[src/rtl/fp_mult_result_buf.sv]
// Result buffer behind a pipelined FP multiplier: an in-order circular FIFO of
// {z, status, id} with upstream back-pressure, sticky status flags and an overflow flag.
module fp_mult_result_buf #(
    parameter int sig_width    = 23,
    parameter int exp_width    = 8,
    parameter int id_width     = 8,
    parameter int depth        = 4,
    parameter int census_width = 3
) (
    input  logic                               clk,
    input  logic                               rst_n,
    input  logic [sig_width+exp_width:0]       z,
    input  logic [7:0]                         status,
    input  logic [id_width-1:0]                arrive_id,
    input  logic                               push_out_n,
    input  logic [census_width-1:0]            pipe_census,
    output logic                               accept_n,
    output logic                               out_valid,
    input  logic                               out_ready,
    output logic [sig_width+exp_width:0]       out_z,
    output logic [7:0]                         out_status,
    output logic [id_width-1:0]                out_id,
    output logic [$clog2(depth):0]             count,
    output logic [7:0]                         flags,
    input  logic                               clr_flags,
    output logic                               ovf_err,
    output logic                               idle
);

    localparam int ptr_w  = $clog2(depth);
    localparam int cnt_w  = ptr_w + 1;
    localparam int word_w = sig_width + exp_width + 1;
    localparam logic [cnt_w-1:0] full_cnt = cnt_w'(depth);

    logic [word_w-1:0]   mem_z      [depth];
    logic [7:0]          mem_status [depth];
    logic [id_width-1:0] mem_id     [depth];

    logic [ptr_w-1:0] wr_ptr;
    logic [ptr_w-1:0] rd_ptr;
    logic             push;
    logic             pop;

    assign out_valid = (count != '0);
    assign pop       = out_valid & out_ready;
    // A pop in the same cycle frees a slot, so a full buffer still accepts.
    assign accept_n  = (count == full_cnt) & ~pop;
    assign push      = ~push_out_n & ~accept_n;
    assign idle      = (count == '0) & (pipe_census == '0);

    assign out_z      = mem_z[rd_ptr];
    assign out_status = mem_status[rd_ptr];
    assign out_id     = mem_id[rd_ptr];

    // NOTE: entry storage has no reset; count and pointers alone define which entries are live.
    always_ff @(posedge clk) begin
        if (push) begin
            mem_z[wr_ptr]      <= z;
            mem_status[wr_ptr] <= status;
            mem_id[wr_ptr]     <= arrive_id;
        end
    end

    // NOTE: non-blocking assignments so every register samples pre-edge values.
    always_ff @(posedge clk) begin
        if (!rst_n) begin
            wr_ptr  <= '0;
            rd_ptr  <= '0;
            count   <= '0;
            flags   <= '0;
            ovf_err <= 1'b0;
        end else begin
            if (push)
                wr_ptr <= wr_ptr + ptr_w'(1);
            if (pop)
                rd_ptr <= rd_ptr + ptr_w'(1);
            if (push && !pop)
                count <= count + cnt_w'(1);
            else if (pop && !push)
                count <= count - cnt_w'(1);
            flags   <= (clr_flags ? 8'h00 : flags) | (push ? status : 8'h00);
            // Dropped results are only reported, never stored.
            ovf_err <= ovf_err | (~push_out_n & accept_n);
        end
    end

endmodule
[config.mk]
export PLATFORM = sky130hd
export DESIGN_NAME = fp_mult_result_buf
export DESIGN_NICKNAME = d
export VERILOG_FILES = /design/src/rtl/fp_mult_result_buf.sv
export SDC_FILE = /design/constraint.sdc
export NUM_CORES = 1
export LEC_CHECK = 0
export CORE_MARGIN = 4
export CORE_UTILIZATION = 35
export CTS_BUF_LIST = sky130_fd_sc_hd__clkbuf_16
export DETAILED_ROUTE_END_ITERATION = 10
export PLACE_DENSITY_LB_ADDON = 0.3
export SETUP_SLACK_MARGIN = 0.4
export SKIP_CTS_REPAIR_TIMING = 1
export SYNTH_ARGS = -nofsm -noshare
export SYNTH_HDL_FRONTEND = slang
export SYNTH_SLANG_ARGS = --single-unit
export TNS_END_PERCENT = 100
[constraint.sdc]
create_clock -name clk -period 3.8 [get_ports clk]
set_input_delay 0.38 -clock clk [delete_from_list [all_inputs] [get_ports clk]]
set_output_delay 0.38 -clock clk [all_outputs]
set_load 0.05 [all_outputs]
* Yosys cells after proc, flatten, opt, wreduce, memory -nomap -nowiden
Memories as Yosys holds them, arrays and structs flattened. A register that Yosys moved wholly into a read port is not among the register bits.
Cells that the tools add are included.
** Storage, ports and cells
- Register bits after elaboration :: 16
- Memory bits (writable) :: 192
- Bits of input ports :: 56
- Output and inout port bits :: 63
- Memories kept :: 3
** Memories
- mem_z :: words 4, bits a word 32, rd ports 1, clocked after memory_dff 1, wr ports 1, RTL line 35 : logic [word_w-1:0] mem_z [depth];
- mem_id :: words 4, bits a word 8, rd ports 1, clocked after memory_dff 1, wr ports 1, RTL line 37 : logic [id_width-1:0] mem_id [depth];
- mem_status :: words 4, bits a word 8, rd ports 1, clocked after memory_dff 1, wr ports 1, RTL line 36 : logic [7:0] mem_status [depth];
** Cells by class
- Add/sub/neg operators :: 4
- Equality and inequality tests :: 1
- Mux-type cells :: 12
- Bitwise operators :: 10
- Reductions and logical operators :: 8
** Operator list (number)
- 2-to-1 mux 8 bit :: 2
- 2-to-1 mux 2 bit :: 6
- bitwise OR 8 bit :: 1
- zero test 3 bit :: 2
- 2-to-1 mux 3 bit :: 2
- bitwise AND 1 bit :: 5
- adder 2 x 1 -> 2 bit, second input constant :: 2
- adder 3 x 1 -> 3 bit, second input constant :: 1
- equality test 3 bit, second input constant :: 1
- NOT 1 bit :: 3
- nonzero test 3 bit :: 1
- subtractor 3 x 1 -> 3 bit, second input constant :: 1
- logical AND 1 bit :: 2
- zero test 1 bit :: 2
- 2-to-1 mux 1 bit :: 2
- nonzero test 2 bit :: 1
- bitwise OR 1 bit :: 1

* Logic depth before layout (Yosys ltp)
- Depth in word-level cells :: 10
- Depth in mapped cells :: 8
- Depth with buffers taken out :: 8

* Worst setup path after synthesis
No wires, ideal clock.
- Path kind :: register to output
- Start :: register count[0]
- End :: output idle
- Data arrival time :: 2762 ps
- Required time :: 3420 ps
- Path slack :: 658 ps
- Cell stages (with the launch flop) :: 3
- Path buffers :: 0
- Cell sequence :: dfxtp_1 or3_1 nor4_1
** Between the ends
- Longest elaborated chain between the ends :: 2
** RTL lines
- start: declaration :: RTL line 23 : output logic [$clog2(depth):0] count,
- start signal: assignment :: RTL line 78 : count <= count + cnt_w'(1);
- start signal: assignment :: RTL line 80 : count <= count - cnt_w'(1);
- zero test 3 bit :: RTL line 49 : assign idle = (count == '0) & (pipe_census == '0);
- bitwise AND 1 bit :: RTL line 49
- end: declaration :: RTL line 27 : output logic idle
No other way between the ends.

==> results.yml <==
outcome:
  status: "finished, final reports clean"
synth:
  postSynthCellCount: 320
  yosys_warnings: 0
  syn_avg_cell_area_sq_um: 24.1
  synth.area.top_cells: "edfxtp_1 (75%), mux4_2 (14%), dfxtp_1 (4.7%)"
  syn_nets: 382
  synth_top_cell_by_area: "edfxtp_1"
  synth-seq-area-share: 0.795
  syn-cell-area_sq_mm: 0.00771
  ys_seq_elements: 210
  synth_top_area_frac: 0.748
  netlist-cell-type-count: 28
placement:
  io_buffers: 118
  dp.cells: 712
  dpl_cell_area_sq_mm: 0.00928
  gp_congestion: 0.656
  place_hpwl_um: 9030
clock_tree:
  numCtsBuffers: 22
  cts_sinks: 210
  ctsLongestPathBuffers: 3
  clk-insertion-delay-late_ns: 0.50
  path_clk_slew_ns: 0.06
  cts-htree-levels: 1
  clockRootBuffer: "clkbuf_16"
  cts_tree: "done"
critical_path:
  endpoint_kind: "output pin"
  crit_slowest_cell: "clkdlybuf4s50_1"
  critPathMaxStageDelay_ns: 0.73
  cp_cell_sequence: "buf_12 > mux4_2 > clkdlybuf4s50_1"
  critPathMaxFanout: 32
  worstPathRequired_ns: 3.42
  criticalPathCategory: "flop to output pin"
  cp.arrival_ns: 2.72
  start_kind: "flop"
cells_and_area:
  n_antenna_cell: 0
  area_growth_pct: 29.5
  final_cell_mix: "edfxtp_1 (192), clkdlybuf4s50_1 (118), mux4_2 (48), clkbuf_16 (22), dfxtp_1 (16)"
  drive_gt1_frac: 0.201
  finalNonFillerCells: 752
  fin_nets: 518
  design_area_sq_mm: 0.00998
  layout_commonest_cell: "edfxtp_1"
detailed_routing:
  vias_per_cell: 4.86
  dr_total_vias: 3653
  ant_nets: 0
  post_drt_wl_per_cell_um: 19.7
  drc: 0
  drt-initial-drc-count: 149
  drt_pass1_iterations: 4
  wl_um: 14800
floorplanning:
  fp-row-count: 54
  ios: 119
  fp.dieH_um: 156
  coreArea_sq_mm: 0.0218
  start_util: 0.354
  die_width_um: 156
  dieArea_sq_mm: 0.0245
sta:
  slew_headroom: 0.489
  fin_worst_skew_ns: 0.0125
  fmax_mhz: 322
  rsz0062_at_grt: "false"
  slew_viol_final: 0
  holdWs_ns: 0.470
  post-route-min-period_ns: 3.10
  final_hold_viol_count: 0
  worst_slew_pin_slew_ns: 0.765
  setup_tns_ns: 0
  post-route-period-util: 0.816
  setup_viol: 0
power_and_ir_drop:
  peakVddDrop_v: 0.000465
  p_per_area_mw_per_mm2: 724
  p_leak_uw: 0.00321
  total_power_uw: 7230
grt:
  grt_antenna_before_repair: 0
  grt_pass1_wl_um: 23000
  grtUsageTotal: 0.121
  grt_max_degree: 49
  grt_pass1_vias: 4138
  grt_overflow: 0
worst_hold_path:
  hold_path.class: "flop to flop"
run:
  maxCapViolations: 0
-- path summary, 6_finish.rpt --
check | end | start | slack, ns | cells past startpoint
hold reg to reg | ovf_err$_SDFF_PN0_ | ovf_err$_SDFF_PN0_ | 0.47 | 1
hold / removal | ovf_err$_SDFF_PN0_ | ovf_err$_SDFF_PN0_ | 0.47 | 1
setup / recovery | out_z[8] | flop | 0.70 | 3
setup reg to reg | count[2]$_SDFFE_PN0P_ | count[0]$_SDFFE_PN0P_ | 1.62 | 8
-- flip-flops by register name, indices dropped and copies added, names as in the netlist, named ones only --
name	count
mem_id	32
ovf_err	1
mem_status	32
flags	8
rd_ptr	2
wr_ptr	2
count	3
mem_z	128
-- layout make-up --
class	count	area [sq um]
Multi-Input combinational cell	95	1500
Clock inverter	18	150
Tap cell	280	350
Inverter	3	11.3
Sequential cell	210	6130
Fill cell	1853	11800
Timing Repair Buffer	124	1290
Clock buffer	22	551
-- synthesized netlist by cell type (all sizes together) --
cell type	count
edfxtp	192
mux4	48
dfxtp	18
buf	9
a22o	8
and2	8
ha	5
nand2	4
clkbuf	3
inv	3
mux2i	3
xnor2	3
nor2b	2
or3	2
a21boi	1
and2b	1
fa	1
nor2	1
nor3b	1
nor4	1
nor4b	1
o21a	1
o21ai	1
o311ai	1
o31ai	1
xor2	1
-- metal layers --
metal	up-vias	track usage	routed length (um)
met4	0	0.0343	295
li1	1615	-	-
met1	1902	0.151	5950
met3	25	0.0257	902
met2	111	0.213	7640
met5	-	0	0
-- worst max-delay path, delay by kind of cell, from the launching register on --
kind     cells  cell delay [ns]
buf+inv      2             1.05
flops        1             0.58
mux          1             0.59
-- metrics by stage --
stage | setup slack, ns | utilization
floorplan | 0.658 | -
CTS | 0.610 | 0.459
global placement | 1.15 | 0.427
finish | 0.699 | 0.459
detailed placement | 1.15 | 0.427
global route | 0.519 | 0.459
-- power breakdown --
group	internal [uW]	switching [uW]	total, uW
clock	1200	844	2040
combinational	919	1400	2310
sequential	2740	137	2880
-- kinds of logic after synthesis --
| kind of cell | count (synthesis) | share of synthesized area |
|---|---|---|
| buffers and inverters | 15 | 0.0110 |
| AOI/OAI and AO/OA | 13 | 0.0144 |
| xor gates and xnor gates | 4 | 0.00455 |
| DFF | 210 | 0.795 |
| muxes | 51 | 0.144 |
| and+or+nand+nor | 21 | 0.0205 |
| adders and majority gates | 6 | 0.0107 |
Power figures use the tool's default switching activity.
